==> config.mk <==
export PLATFORM = sky130hd
export DESIGN_NAME = dmem_access_unit_flat
export DESIGN_NICKNAME = d
export VERILOG_FILES = /design/src/rtl/dmem_access_unit_pkg.sv /design/src/rtl/dmem_access_unit_if.sv /design/src/rtl/dmem_access_unit.sv /design/src/flat_wrapper.sv
export SDC_FILE = /design/constraint.sdc
export NUM_CORES = 1
export LEC_CHECK = 0
export CAP_MARGIN = 20
export CORE_MARGIN = 2
export CORE_UTILIZATION = 35
export DETAILED_ROUTE_END_ITERATION = 8
export PLACE_DENSITY_LB_ADDON = 0.2
export SYNTH_ARGS = -nofsm -noshare
export SYNTH_HDL_FRONTEND = slang
export SYNTH_SLANG_ARGS = --single-unit
==> constraint.sdc <==
create_clock -name clk -period 2.4 [get_ports clk]
set_clock_uncertainty 0.15 [all_clocks]
set_input_delay 0.48 -clock clk [delete_from_list [all_inputs] [get_ports clk]]
set_output_delay 0.48 -clock clk [all_outputs]
set_load 0.01 [all_outputs]
==> src/rtl/dmem_access_unit_pkg.sv <==
// Shared definitions for the data-memory access stage: FSM state encoding and
// default widths/limits used by the interface and the unit itself.
package dmem_pkg;

  localparam int DMEM_DATA_W         = 32;
  localparam int DMEM_TIMEOUT_CYCLES = 255;
  localparam int DMEM_CNT_W          = 8;

  typedef enum logic [1:0] {
    IDLE,
    ACCESS,
    DONE
  } state_t;

endpackage

==> src/rtl/dmem_access_unit_if.sv <==
// External data-memory bus: cen/ready handshake carrying one word access.
// The access unit is the master; the memory model or SRAM wrapper is the slave.
interface dmem_access_unit_if #(
  parameter int DATA_W = dmem_pkg::DMEM_DATA_W
);

  logic              mem_cen;
  logic              mem_wen;
  logic [DATA_W-3:0] mem_addr;
  logic [DATA_W-1:0] mem_wdata;
  logic [DATA_W-1:0] mem_rdata;
  logic              mem_ready;

  modport master (
    output mem_cen, mem_wen, mem_addr, mem_wdata,
    input  mem_rdata, mem_ready
  );

  modport slave (
    input  mem_cen, mem_wen, mem_addr, mem_wdata,
    output mem_rdata, mem_ready
  );

endinterface

==> src/rtl/dmem_access_unit.sv <==
// Memory-access stage of the single-cycle core: issues one word access per
// request on the cen/ready bus, stalls the core until completion or timeout.
module dmem_access_unit
  import dmem_pkg::*;
#(
  parameter int DATA_W         = DMEM_DATA_W,
  parameter int TIMEOUT_CYCLES = DMEM_TIMEOUT_CYCLES,
  parameter int CNT_W          = DMEM_CNT_W
) (
  input  logic              clk,
  input  logic              rst,
  input  logic [DATA_W-1:0] alu_result,
  input  logic [DATA_W-1:0] store_data,
  input  logic              mem_read,
  input  logic              mem_write,
  output logic              stall,
  output logic [DATA_W-1:0] load_data,
  output logic              done,
  output logic              addr_err,
  output logic              bus_err,
  dmem_access_unit_if.master mem
);

  state_t            state_q;
  logic [CNT_W-1:0]  count_q;
  logic [CNT_W-1:0]  count_d;
  logic              cen_q;
  logic              wen_q;
  logic [DATA_W-3:0] addr_q;
  logic [DATA_W-1:0] wdata_q;
  logic [DATA_W-1:0] load_data_q;
  logic              done_q;
  logic              bus_err_q;

  logic req;
  logic illegal;
  logic timeout;

  assign req     = mem_read | mem_write;
  assign illegal = (mem_read & mem_write) | (req & (alu_result[1:0] != 2'b00));
  assign count_d = count_q + CNT_W'(1);
  assign timeout = (count_q == CNT_W'(TIMEOUT_CYCLES - 1));

  // Combinational so the core is held in the very cycle it raises a request.
  assign stall    = ((state_q == IDLE) && req && !illegal) || (state_q == ACCESS);
  assign addr_err = (state_q == IDLE) && illegal;

  // NOTE: every register here, datapath included, is cleared on reset so a
  // post-reset core never sees stale load data or a phantom write strobe.
  always_ff @(posedge clk) begin
    if (rst) begin
      state_q     <= IDLE;
      count_q     <= '0;
      cen_q       <= 1'b0;
      wen_q       <= 1'b0;
      addr_q      <= '0;
      wdata_q     <= '0;
      load_data_q <= '0;
      done_q      <= 1'b0;
      bus_err_q   <= 1'b0;
    end else begin
      unique case (state_q)
        IDLE: begin
          if (req && !illegal) begin
            addr_q  <= alu_result[DATA_W-1:2];
            wdata_q <= store_data;
            wen_q   <= mem_write;
            cen_q   <= 1'b1;
            count_q <= '0;
            state_q <= ACCESS;
          end
        end
        ACCESS: begin
          // Ready wins over a timeout landing in the same cycle.
          if (mem.mem_ready) begin
            load_data_q <= wen_q ? '0 : mem.mem_rdata;
            bus_err_q   <= 1'b0;
            cen_q       <= 1'b0;
            done_q      <= 1'b1;
            state_q     <= DONE;
          end else if (timeout) begin
            load_data_q <= '0;
            bus_err_q   <= 1'b1;
            cen_q       <= 1'b0;
            done_q      <= 1'b1;
            state_q     <= DONE;
          end else begin
            count_q <= count_d;
          end
        end
        DONE: begin
          done_q    <= 1'b0;
          bus_err_q <= 1'b0;
          state_q   <= IDLE;
        end
        default: state_q <= IDLE;
      endcase
    end
  end

  assign mem.mem_cen   = cen_q;
  assign mem.mem_wen   = wen_q;
  assign mem.mem_addr  = addr_q;
  assign mem.mem_wdata = wdata_q;

  assign load_data = load_data_q;
  assign done      = done_q;
  assign bus_err   = bus_err_q;

endmodule

==> src/flat_wrapper.sv <==
// flat-port wrapper written by rule: the top's interface ports become plain ports
module dmem_access_unit_flat import dmem_pkg::*;
#(
  parameter int DATA_W         = DMEM_DATA_W,
  parameter int TIMEOUT_CYCLES = DMEM_TIMEOUT_CYCLES,
  parameter int CNT_W          = DMEM_CNT_W
)
  (clk, rst, alu_result, store_data, mem_read, mem_write, stall, load_data, done, addr_err, bus_err, mem_mem_cen, mem_mem_wen, mem_mem_addr, mem_mem_wdata, mem_mem_rdata, mem_mem_ready);
  dmem_access_unit_if #(.DATA_W(DATA_W)) mem_i ();
  input  logic clk;
  input  logic rst;
  input  logic [DATA_W-1:0] alu_result;
  input  logic [DATA_W-1:0] store_data;
  input  logic mem_read;
  input  logic mem_write;
  output logic stall;
  output logic [DATA_W-1:0] load_data;
  output logic done;
  output logic addr_err;
  output logic bus_err;
  output wire logic [$bits(mem_i.mem_cen)-1:0] mem_mem_cen;
  output wire logic [$bits(mem_i.mem_wen)-1:0] mem_mem_wen;
  output wire logic [$bits(mem_i.mem_addr)-1:0] mem_mem_addr;
  output wire logic [$bits(mem_i.mem_wdata)-1:0] mem_mem_wdata;
  input wire logic [$bits(mem_i.mem_rdata)-1:0] mem_mem_rdata;
  input wire logic [$bits(mem_i.mem_ready)-1:0] mem_mem_ready;
  assign mem_mem_cen = mem_i.mem_cen;
  assign mem_mem_wen = mem_i.mem_wen;
  assign mem_mem_addr = mem_i.mem_addr;
  assign mem_mem_wdata = mem_i.mem_wdata;
  assign mem_i.mem_rdata = mem_mem_rdata;
  assign mem_i.mem_ready = mem_mem_ready;
  dmem_access_unit #(.DATA_W(DATA_W), .TIMEOUT_CYCLES(TIMEOUT_CYCLES), .CNT_W(CNT_W)) u_core (.clk(clk), .rst(rst), .alu_result(alu_result), .store_data(store_data), .mem_read(mem_read), .mem_write(mem_write), .stall(stall), .load_data(load_data), .done(done), .addr_err(addr_err), .bus_err(bus_err), .mem(mem_i));
endmodule
==> results.md <==
- Outcome: complete, no violations
- Fmax: 0.447 GHz
- Worst path slowest cell: clkdlybuf4s50_1
- CTS max path bufs: 2
- Detailed-route via count: between 4k and 5k
- Syn_area_per_cell: between 8 and 9 um^2
- Worst-skew pair later-pin latency: 0.34 ns
- Ports: between 200 and 250
- Vias in the first global route: slightly above 4k
- Sequential share of power: 0.474
- WP buf/inv: 2
- # clock sinks: 108
- Slowest stage delay, CP: 0.53 ns
- Comb power frac: 0.155
- CP delay by family, top: buffers and inverters
- Post-synth EDFFs: 0
- Cell Area, Synth: 4030 um^2
- Setup Buffers After CTS: 0
- Fillcell total: 1022
- Crit-path cells: clkdlybuf4s50_1 > o21ai_0 > a21boi_1 > dlygate4sd2_1
- Iteration-0 DRC Markers: approximately 270
- Die X: 111 um
- Final wirelength: roughly 12000 um
- ANT cells: 0
- Hold Path Cell Cnt: 2
- Yosys top cell area share: 0.537
- Core area: 11300 um^2
- Worst vdd ir: 0.431 mV
- Top cells by area, synth: dfxtp_1 54%, nand2_1 13%, a21oi_1 8.9%, a22oi_1 6.0%, nor2_1 3.2%
- Area grow syn2layout: 64.4%
- Row cnt: 39
- Fin util: 0.585
- Total congestion overflow: 0
- Share of cells above drive strength 1: 0.0697
- Clock tree from TritonCTS: done
- CP Launch Type: primary input
- DRC: 0
- Instance count on the critical path: 4
- Largest net degree at the start of global routing: 64
- Seq/Total Area, Yosys: 0.537
- CP required: 1.77 ns
- Synth Net Count: 591
- Cells after synthesis: 485
- Clock transition at the registers of the reported paths: around 0.07 ns
- TritonRoute pass-1 iters: 5
- Primary FF master, synth: dfxtp_1
- Final-report hold violation count: 0
- Slew margin rel.: 0.580
- DP Wirelength: between 8000 and 9000 um
- Arrival time at the worst endpoint: 1.61 ns
- Power Density: 604 nW/um^2
- Synth unique cells: 42
- Die Y: 111 um
- Min Clock Period, post-route: roughly 2.2 ns
- Final setup fails: 0
- Final GP Congestion: 0.830
- Cell accounting for the most synthesized area: dfxtp_1
- Inserted Clock Buffers: 9
- Worst hold path type: register to register
- Sw Share: 0.242
- Final worst path period share: 0.932
- ANT nets after route: 0
- CP endpoint kind: primary output
- Initial Util: 0.356
- Pleak: between 2 and 2.5 nW
- Max Cap Violations: 0
- Int Pwr: 3.03 mW
- Port buffer count: 200
- Yosys reg bits: around 110
- Root Buffer: clkbuf_16
- First-pass GRT wire length: 19600 um
- Vias/cell: 4.95
- Clock Power Share: 0.371
- GRT Util Overall: 0.191
- CP Class: primary input to primary output
- Sw power: around 970 uW
- RSZ-0062 raised after global routing: false
- Fin. max-slew vios: 0
- CP Max Fanout: 4
- Nets: approximately 800
- DR WL/cell: approximately 14 um
- Die area: between 10000 and 15000 um^2
- Worst slew pin tran: ~0.63 ns
- Initial antenna violation count: 0
- Htree depth: 3
- Post-synth ARST share: 0
- Warnings, synthesis: 0
- Total Neg Setup Slack: 0 ns
- Number of cells on the worst reg-to-reg path: 6
-- worst paths after layout --
check / startpoint / end / slack, ns
hold / removal: u_core.mem.mem_wdata[22] / u_core.mem.mem_wdata[22] / 0.30
setup / recovery: alu_result[1] / addr_err / 0.16
hold reg to reg: u_core.mem.mem_wdata[22] / u_core.mem.mem_wdata[22] / 0.30
setup reg to reg: u_core.state_q[0] / u_core.count_q[6] / 0.19
-- cells in the mapped netlist, types with 2 or more instances --
library cell / instances
and4_1: 2
nand2_1: 135
a31oi_1: 5
nand3_1: 6
a21boi_0: 2
and3_1: 2
inv_1: 5
nor2b_1: 2
ha_1: 5
nand2b_1: 2
a21o_1: 2
or4b_1: 2
nor2_1: 34
clkbuf_1: 32
nor3_1: 3
nand4b_1: 2
o31ai_1: 2
dfxtp_1: 108
a22oi_1: 32
nand4_1: 5
a21oi_1: 72
o21ai_0: 5
-- cell families (layout without fill, tap and decap cells) --
group,Yosys count,in the layout,synth area share
fa+ha+maj,5,5,0.0155
xor+xnor,2,2,0.00435
buf+inv,39,243,0.0370
flops,108,108,0.537
compound gates,130,130,0.195
simple gates,201,201,0.211
-- layout make-up --
| type | instances | area [um^2] | area share |
|---|---|---|---|
| clock buffers | 9 | 225 | 0.0340 |
| repair buffers | 222 | 2210 | 0.334 |
| clock inverters | 7 | 75.1 | 0.0113 |
| well taps | 143 | 179 | 0.0270 |
| inverters | 5 | 18.8 | 0.00284 |
| multi-input cells | 338 | 1750 | 0.264 |
| flip-flops and latches | 108 | 2160 | 0.327 |
-- sequential cells by signal (all words and copies together) (netlist names) --
signal / cells
u_core.bus_err: 1
u_core.mem.mem_addr: 30
u_core.mem.mem_cen: 1
u_core.load_data: 32
u_core.done: 1
u_core.mem.mem_wen: 1
u_core.mem.mem_wdata: 32
u_core.state_q: 2
u_core.count_q: 8
-- power by group through the flow --
stage	registers, mW	logic, mW	clock network [mW]
2_1_floorplan	1.96	0.199	0
3_3_place_gp	1.93	0.615	0
3_5_place_dp	1.93	0.625	0
4_1_cts	1.89	0.627	1.53
5_1_grt	1.90	0.676	1.60
6_report	1.89	0.621	1.48
-- repair_timing --
action | 4_1_cts | 5_1_grt
hold buffers | 0 | 0
resized for setup | 8 | 0
setup endpoints to repair | 2 | 0
-- per-stage QoR --
| stage | total power [mW] | hold slack (ns) | std cells | setup slack (ns) | instance area (um^2) |
|---|---|---|---|---|---|
| 2_1_floorplan | 2.16 | 0.317 | 485 | 0.145 | 4030 |
| 3_3_place_gp | 2.55 | 0.291 | 816 | -0.189 | 6310 |
| 3_5_place_dp | 2.56 | 0.296 | 816 | -0.225 | 6310 |
| 4_1_cts | 4.05 | 0.305 | 832 | 0.146 | 6620 |
| 5_1_grt | 4.18 | 0.326 | 832 | 0.0392 | 6620 |
| 6_report | 4.00 | 0.305 | 832 | 0.162 | 6620 |
-- metal layers --
layer | up-vias | share of wire | track usage
li1 | 2052 | - | -
met3 | 17 | 0.087 | 0.0563
met1 | 1885 | 0.43 | 0.237
met4 | 0 | 0.019 | 0.0708
met5 | - | 0 | 0
met2 | 166 | 0.47 | 0.316
-- worst min-delay path, stage by stage (launching register included) --
cell and delay, ns:
dfxtp_1 0.31, nand2_1 0.05, a21oi_1 0.05
-- cells in the final DEF (no fill, tap or decap), types with 2 or more instances in the layout --
master	instances
inv_1	5
a21o_1	2
nor3_1	3
inv_6	2
dlygate4sd2_1	4
nand4_1	5
a22oi_1	32
buf_12	4
clkinv_4	2
o21ai_0	5
and4_1	2
buf_4	19
ha_1	4
and3_1	2
nand2_1	135
nor2b_1	2
clkdlybuf4s50_1	195
a31oi_1	5
nand4b_1	2
dfxtp_1	108
a21oi_1	71
nand3_1	5
nand2b_1	2
clkinv_2	2
clkbuf_16	9
o31ai_1	2
or4b_1	2
nor2_1	32
Note: power is estimated with default switching activity, not from simulation.
